[src/rtl/cache_refill_ctrl.sv]
// Refill/write-through controller for a direct-mapped word cache between the MEM stage and data memory.
// Load hits complete in IDLE; misses and stores go through a single req/ack memory transaction.
module cache_refill_ctrl #(
    parameter int ADDR_W  = 32,
    parameter int DATA_W  = 32,
    parameter int INDEX_W = 5,
    parameter int CNT_W   = 32,
    localparam int TAG_W  = ADDR_W - INDEX_W - 2
) (
    input  logic              clk,
    input  logic              resetn,
    input  logic              cpu_ren,
    input  logic              cpu_wen,
    input  logic [ADDR_W-1:0] cpu_addr,
    input  logic [DATA_W-1:0] cpu_wdata,
    output logic [DATA_W-1:0] cpu_rdata,
    output logic              cpu_stall,
    output logic [ADDR_W-1:0] cache_addr,
    output logic              cache_wen,
    output logic [DATA_W-1:0] cache_wdata,
    input  logic              cache_valid,
    input  logic [TAG_W-1:0]  cache_label,
    input  logic [DATA_W-1:0] cache_rdata,
    output logic              mem_req,
    output logic              mem_we,
    output logic [ADDR_W-1:0] mem_addr,
    output logic [DATA_W-1:0] mem_wdata,
    input  logic              mem_ack,
    input  logic [DATA_W-1:0] mem_rdata,
    output logic [CNT_W-1:0]  perf_hits,
    output logic [CNT_W-1:0]  perf_misses
);

    typedef enum logic [2:0] {
        ST_IDLE    = 3'd0,
        ST_RD_REQ  = 3'd1,
        ST_FILL    = 3'd2,
        ST_WR_REQ  = 3'd3,
        ST_WR_DONE = 3'd4
    } state_t;

    state_t              state_r, state_s;
    logic                hit_s;
    logic                is_store_s;
    logic                is_load_s;
    logic                stall_s;
    logic                hit_inc_s;
    logic                miss_inc_s;
    logic                latch_rd_s;
    logic                latch_wr_s;
    logic                fill_cap_s;
    logic [DATA_W-1:0]   rdata_s;
    logic                wr_hit_r;
    logic [DATA_W-1:0]   fill_data_r;
    logic                mem_req_r;
    logic                mem_we_r;
    logic [ADDR_W-1:0]   mem_addr_r;
    logic [DATA_W-1:0]   mem_wdata_r;
    logic                cache_wen_r;
    logic [DATA_W-1:0]   cache_wdata_r;
    logic [CNT_W-1:0]    perf_hits_r;
    logic [CNT_W-1:0]    perf_misses_r;

    assign hit_s      = cache_valid & (cache_label == cpu_addr[ADDR_W-1:INDEX_W+2]);
    assign is_store_s = cpu_wen;
    assign is_load_s  = cpu_ren & ~cpu_wen;

    // Next-state decode plus the combinational CPU-side responses.
    always_comb begin
        state_s    = state_r;
        stall_s    = 1'b0;
        hit_inc_s  = 1'b0;
        miss_inc_s = 1'b0;
        latch_rd_s = 1'b0;
        latch_wr_s = 1'b0;
        fill_cap_s = 1'b0;
        rdata_s    = cache_rdata;
        case (state_r)
            ST_IDLE: begin
                if (is_store_s) begin
                    stall_s    = 1'b1;
                    latch_wr_s = 1'b1;
                    state_s    = ST_WR_REQ;
                end else if (is_load_s) begin
                    if (hit_s) begin
                        hit_inc_s = 1'b1;
                    end else begin
                        stall_s    = 1'b1;
                        miss_inc_s = 1'b1;
                        latch_rd_s = 1'b1;
                        state_s    = ST_RD_REQ;
                    end
                end else begin
                    state_s = ST_IDLE;
                end
            end
            ST_RD_REQ: begin
                stall_s = 1'b1;
                if (mem_ack) begin
                    fill_cap_s = 1'b1;
                    state_s    = ST_FILL;
                end else begin
                    state_s = ST_RD_REQ;
                end
            end
            ST_FILL: begin
                rdata_s = fill_data_r;
                state_s = ST_IDLE;
            end
            ST_WR_REQ: begin
                stall_s = 1'b1;
                if (mem_ack) begin
                    state_s = ST_WR_DONE;
                end else begin
                    state_s = ST_WR_REQ;
                end
            end
            ST_WR_DONE: begin
                state_s = ST_IDLE;
            end
            default: begin
                state_s = ST_IDLE;
            end
        endcase
    end

    // State register.
    always_ff @(posedge clk or negedge resetn) begin
        if (!resetn) begin
            state_r <= ST_IDLE;
        end else begin
            state_r <= state_s;
        end
    end

    // Memory/cache strobes are registered from the next state so they come straight off flops.
    always_ff @(posedge clk or negedge resetn) begin
        if (!resetn) begin
            mem_req_r     <= 1'b0;
            mem_we_r      <= 1'b0;
            mem_addr_r    <= '0;
            mem_wdata_r   <= '0;
            wr_hit_r      <= 1'b0;
            fill_data_r   <= '0;
            cache_wen_r   <= 1'b0;
            cache_wdata_r <= '0;
        end else begin
            mem_req_r   <= (state_s == ST_RD_REQ) | (state_s == ST_WR_REQ);
            mem_we_r    <= (state_s == ST_WR_REQ);
            cache_wen_r <= (state_s == ST_FILL) | ((state_s == ST_WR_DONE) & wr_hit_r);
            if (latch_wr_s) begin
                mem_addr_r    <= cpu_addr;
                mem_wdata_r   <= cpu_wdata;
                wr_hit_r      <= hit_s;
                cache_wdata_r <= cpu_wdata;
            end else if (latch_rd_s) begin
                mem_addr_r <= cpu_addr;
            end else if (fill_cap_s) begin
                fill_data_r   <= mem_rdata;
                cache_wdata_r <= mem_rdata;
            end
        end
    end

    // Wrapping load hit/miss performance counters.
    always_ff @(posedge clk or negedge resetn) begin
        if (!resetn) begin
            perf_hits_r   <= '0;
            perf_misses_r <= '0;
        end else begin
            if (hit_inc_s) begin
                perf_hits_r <= perf_hits_r + CNT_W'(1);
            end
            if (miss_inc_s) begin
                perf_misses_r <= perf_misses_r + CNT_W'(1);
            end
        end
    end

    assign cpu_rdata   = rdata_s;
    assign cpu_stall   = stall_s;
    assign cache_addr  = cpu_addr;
    assign cache_wen   = cache_wen_r;
    assign cache_wdata = cache_wdata_r;
    assign mem_req     = mem_req_r;
    assign mem_we      = mem_we_r;
    assign mem_addr    = mem_addr_r;
    assign mem_wdata   = mem_wdata_r;
    assign perf_hits   = perf_hits_r;
    assign perf_misses = perf_misses_r;

endmodule

[config.mk]
export PLATFORM = sky130hd
export DESIGN_NAME = cache_refill_ctrl
export DESIGN_NICKNAME = d
export VERILOG_FILES = /design/src/rtl/cache_refill_ctrl.sv
export SDC_FILE = /design/constraint.sdc
export NUM_CORES = 1
export LEC_CHECK = 0
export ABC_AREA = 1
export CORE_UTILIZATION = 46
export CTS_CLUSTER_SIZE = 28
export DETAILED_ROUTE_END_ITERATION = 16
export PLACE_DENSITY = 0.82
export SYNTH_ARGS = -nofsm -noshare
export SYNTH_HDL_FRONTEND = slang
export SYNTH_SLANG_ARGS = --single-unit
[constraint.sdc]
create_clock -name clk -period 2.1 [get_ports clk]
set_input_delay 0.42 -clock clk [delete_from_list [all_inputs] [get_ports clk]]
set_output_delay 0.42 -clock clk [all_outputs]
set_load 0.005 [all_outputs]
# --- Yosys cells after proc, flatten, opt, wreduce, memory -nomap -nowiden ---
# Index checks and enable logic that the tools add are counted.
word_totals:
  inputBits: 159
  ff_bits: 199
  word_cells: 62
classes:
  n_mux: 26
  bitwise: 8
  eq_ne: 9
  n_reduce_logical: 6
  addsub: 2
op_table:
  columns: ["op", "count"]
  rows:
  - ["$mux 32", 6]
  - ["$add 32x1->32 const B", 2]
  - ["$eq 25x25->1", 1]
  - ["$mux 1", 13]
  - ["$eq 3x2->1 const B", 4]
  - ["$mux 3", 4]
  - ["$pmux 3 s3", 1]
  - ["$eq 3x1->1 const B", 2]
  - ["$reduce_bool 2->1", 2]
  - ["$and 1x1->1", 3]
  - ["$eq 3x3->1 const B", 1]
  - ["$logic_not 3->1", 1]
  - ["$not 1->1", 3]
  - ["$reduce_and 3->1", 1]
  - ["$mux 2", 1]
  - ["$ne 2x1->1 const B", 1]
  - ["$or 1x1->1", 2]
  - ["$pmux 1 s2", 1]
  - ["$reduce_and 2->1", 1]
  - ["$reduce_or 2->1", 1]

# --- Longest topological paths before layout ---
logic_depth:
  word_depth: 9
  depth_mapped: 15
  mapped_depth_nobuf: 13

# --- Worst setup path after synthesis ---
# OpenSTA, ideal clock, no wires.
synth_timing:
  path_kind: "input to output"
  from: "input port cpu_addr[23]"
  to: "output port cpu_stall"
  t_arrival_ns: 1.442
  stages: 9
  path_slack_ns: 0.238
  path_buffers: 0
  path_cell_list: "xnor2_1 > inv_1 > nor2_1 > nand3_1 > nor2_2 > nand2_1 > nand2_2 > nand2_2 > or2_1"
synth_via:
  elab_chain_cells: 6
synth_rtl:
  columns: ["item", "line", "text"]
  rows:
  - ["start, declared", "14", "input logic [ADDR_W-1:0] cpu_addr,"]
  - ["$eq 25x25->1", "64", "assign hit_s = cache_valid & (cache_label == cpu_addr[ADDR_W-1:INDEX_W+2]);"]
  - ["$and 1x1->1", "64", null]
  - ["$mux 1", "85", "if (hit_s) begin"]
  - ["$mux 1", "84", "end else if (is_load_s) begin"]
  - ["$mux 1", "80", "if (is_store_s) begin"]
  - ["$pmux 1 s2", "78", "case (state_r)"]
  - ["end, declared", "17", "output logic cpu_stall,"]
# Every way passes these cells.

# --- Worst setup path in the final report ---
layout_timing:
  from: "input port cpu_addr[31]"
  to: "output port cpu_stall"
# Same word-level chain as after synthesis.

==> run summary <==
cells along the critical path - clkdlybuf4s15_1, xnor2_2, nand2_2, nor2_4, nand2_2, nor2_4, nand2_2, nand2_2, nand2_2, or2_1, buf_2
clk sinks - 199
Pleak - 0.00845 uW
DIE WIDTH - 156 um
Max clock buf depth - 2
dpl cells - 2,261
Place WS - -839 ps
CORE AREA - 22,900 um2
Reg clk slew, reported paths - 80 ps
FF-to-FF setup slack - 170 ps
Peak Freq - 439 MHz
Die Y-Extent - 156 um
Final WS setup - -177 ps
Ports - 387
register area share after synthesis - 45.8%
Worst EP arrival - 1860 ps
first-pass detailed-route iteration total - 6
initial drt markers - 813
Crit-path slowest cell - xnor2_2
RSZ-0062 raised after global routing - true
drt drc - 0
worst r2r src - state_r[1]
top cell type's share of synthesized area - 45.8%
Design Power - 17,600 uW
crit path launch - cpu_addr[31]
Mapped Nets - 1,683
Max-Cap Viols - 0
Most common cell on crit path - nand2_2
Post-Synth Adder-Cell Area - 0.230%
Mapped Area - 10,900 um2
initial antenna violation count - 1
multiplexer share of the synthesized area - 0%
kind of critical path - in2out
Gate Count Post-Synth - 1,522
Routed WL per cell - 17.4 um
skew final - 16.1 ps
synth top area cells - dfrtp_1, nand2_1, inv_1
most common flop cell mapped by yosys - dfrtp_1
Compound-Gate Fraction of Synth Area - 6.63%
worst hold path class - in2reg
I/O Buffers - 386
Core Rows - 55
Pwr Density - 1040 nW/um2
DP HPWL - 28,800 um
Final Hold Fails - 0
hold_ws - 290 ps
cts bufs inserted - 17
gpl congestion - 0.970
post-DR vias/cell - 5.13
Worst path depth - 11
Final Max Tran Viols - 0
total negative slack - -674 ps
initial core utilization - 47.4%
global-route wire length before repair - 62,000 um
via count - 11,900
worst reg2reg path endpoint - cache_wdata[21]
largest net degree at the start of global routing - 56
final worst path period need - 2280 ps
Congestion Overflow GR - 0
Buf/Inv on CP - 2
synth unique cells - 28
type of element capturing the critical path - primary output
failing checks - negative setup slack
area grow syn2layout - 55.1%
DIE AREA - 24,200 um2
status - complete, but fails checks
Final ANT Viol Nets - 0
CP delay by family, top - simple AND/OR/NAND/NOR gates
XOR/XNOR Fraction of Synth Area - 4.03%
layout cell share with drive strength beyond 1 - 17.0%
area leader, netlist - dfrtp_1
Simple-Gate Fraction of Synth Area - 32.9%
startpoint types - input port
Clock Latency Late Sink - 440 ps
Worst Reg2Reg Path Length in Cells - 10
slowest stage delay, CP - 240 ps
Max IR drop VDD - 0.761 mV
fin cells - 2,325
Final #Nets - 2,159
Synth async-reset ratio - 100%
max_slew headroom - 60.9%
#FFs+latches synth - 199
Post-synth EDFFs - 0
Synth warnings - 0
final wirelength - 40,400 um
post-route clock period utilization - 108%
Root Buffer Master - clkbuf_16
total track usage - 33.1%
CTS tree - yes
Critical Path Sink - cpu_stall
final setup fails - 22
measured slew at the worst slew-check pin - 582 ps
worst path required time - 1680 ps
Crit Path Max Fanout - 2
syn avg cell area - 7.14 um2
vias in the first global route - 12,000
H-Tree Depth - 4
largest family of logic cells by synthesized area - simple AND/OR/NAND/NOR gates
## registers in the layout, summed over array words and instances, names as in the netlist
register	count
mem_req	1
mem_addr	32
cache_wdata	32
mem_wdata	32
mem_we	1
perf_misses	32
fill_data_r	32
cache_wen	1
state_r	3
perf_hits	32
wr_hit_r	1
## through the flow
step	cell area, um2	util, %
3_5_place_dp	15700	68.5
3_3_place_gp	15700	68.5
5_1_grt	16800	73.5
6_report	16800	73.5
2_1_floorplan	10900	-
4_1_cts	16700	72.7
## cell usage in the layout (no fill, tap or decap), types with 3 or more instances in the layout
master	n
o21ai_1	14
inv_1	155
buf_4	125
clkdlybuf4s50_1	301
xnor2_1	22
nor2_4	5
nand3_1	64
dfrtp_1	199
clkbuf_16	19
o21ai_2	18
xnor2_2	4
nor2_1	137
nand2_2	25
buf_16	5
inv_2	13
dlymetal6s2s_1	6
inv_8	6
nand3_2	3
nand3b_1	13
nand4_1	39
buf_2	26
nor3_1	18
clkdlybuf4s15_1	13
o21ai_0	79
dlygate4sd2_1	8
a21oi_1	32
nor2_2	8
clkbuf_2	29
nand2_4	17
buf_12	12
clkinv_8	5
buf_6	11
nand2_1	539
xor2_1	23
## worst reg2reg max path, stage by stage (launching register included)
cell	delay [ps]
dfrtp_1	420
buf_4	160
nor2_2	160
nand2_2	130
nor2_4	150
buf_6	220
buf_6	240
nand2_1	110
o21ai_0	90
o21ai_0	120
inv_1	80
## kinds of logic (layout without fill, tap and decap cells)
kind of cell	count (synthesis)	in the layout
AOI/OAI and AO/OA	144	144
xor gates and xnor gates	50	50
adders and majority gates	2	2
buffers and inverters	251	740
DFF	199	199
other	0	1
and+or+nand+nor	876	876
## metal layers
metal / share of wire (%) / GRT usage [%] / routed length [um] / up-vias
li1: - / - / - / 5663
met1: 39 / 39.0 / 16000 / 5658
met2: 50 / 58.6 / 20200 / 511
met3: 6.8 / 7.08 / 2760 / 100
met4: 3.7 / 13.6 / 1510 / 0
met5: 0 / 0 / 0 / -
## synth_stat cells, types with 4 or more instances
library cell  instances
inv_1               161
o21ai_1               5
nand3b_1             13
o21ai_0             107
clkbuf_1             26
buf_4                32
nand3_1              68
inv_2                 7
dfrtp_1             199
xnor2_1              26
buf_6                 5
buf_2                18
nor2_2                4
a21oi_1              32
nand4_1              39
nor3_1               19
xor2_1               24
nand2_1             579
nor2_1              146
## area by class of cell
type,count,area [um2]
Sequential cell,199,4980
Inverter,168,631
Clock inverter,15,194
Timing Repair Buffer,540,5080
Tap cell,313,392
Multi-Input combinational cell,1072,5150
Clock buffer,17,425
Antenna cell,1,2.50
Fill cell,1750,6070
## worst min path at each step
stage          cells after the start             end   startpoint  slack [ps]
2_1_floorplan                      0  cache_wdata[0]       resetn         120
3_3_place_gp                       1    mem_addr[13]       resetn         370
3_5_place_dp                       1    mem_addr[18]       resetn         380
4_1_cts                            3     mem_addr[7]  cpu_addr[7]         450
5_1_grt                            3     mem_addr[7]  cpu_addr[7]         280
6_report                           3     mem_addr[7]  cpu_addr[7]         290
## where the power goes
part | leakage, uW | total (uW) | switching [uW] | internal (uW)
sequential | 0.00246 | 5950 | 789 | 5160
combinational | 0.00569 | 8190 | 4090 | 4110
clock | 0.000299 | 3420 | 1770 | 1650
## repair_timing
item | CTS | global route
cloned | 6 | 3
hold endpoints to repair | 32 | 0
hold buffers | 1 | 0
resized for setup | 220 | 175
setup buffers | 20 | 5
endpoints found under the setup margin | 83 | 128
pin swaps | 21 | 34
Power figures use the tool's default switching activity.
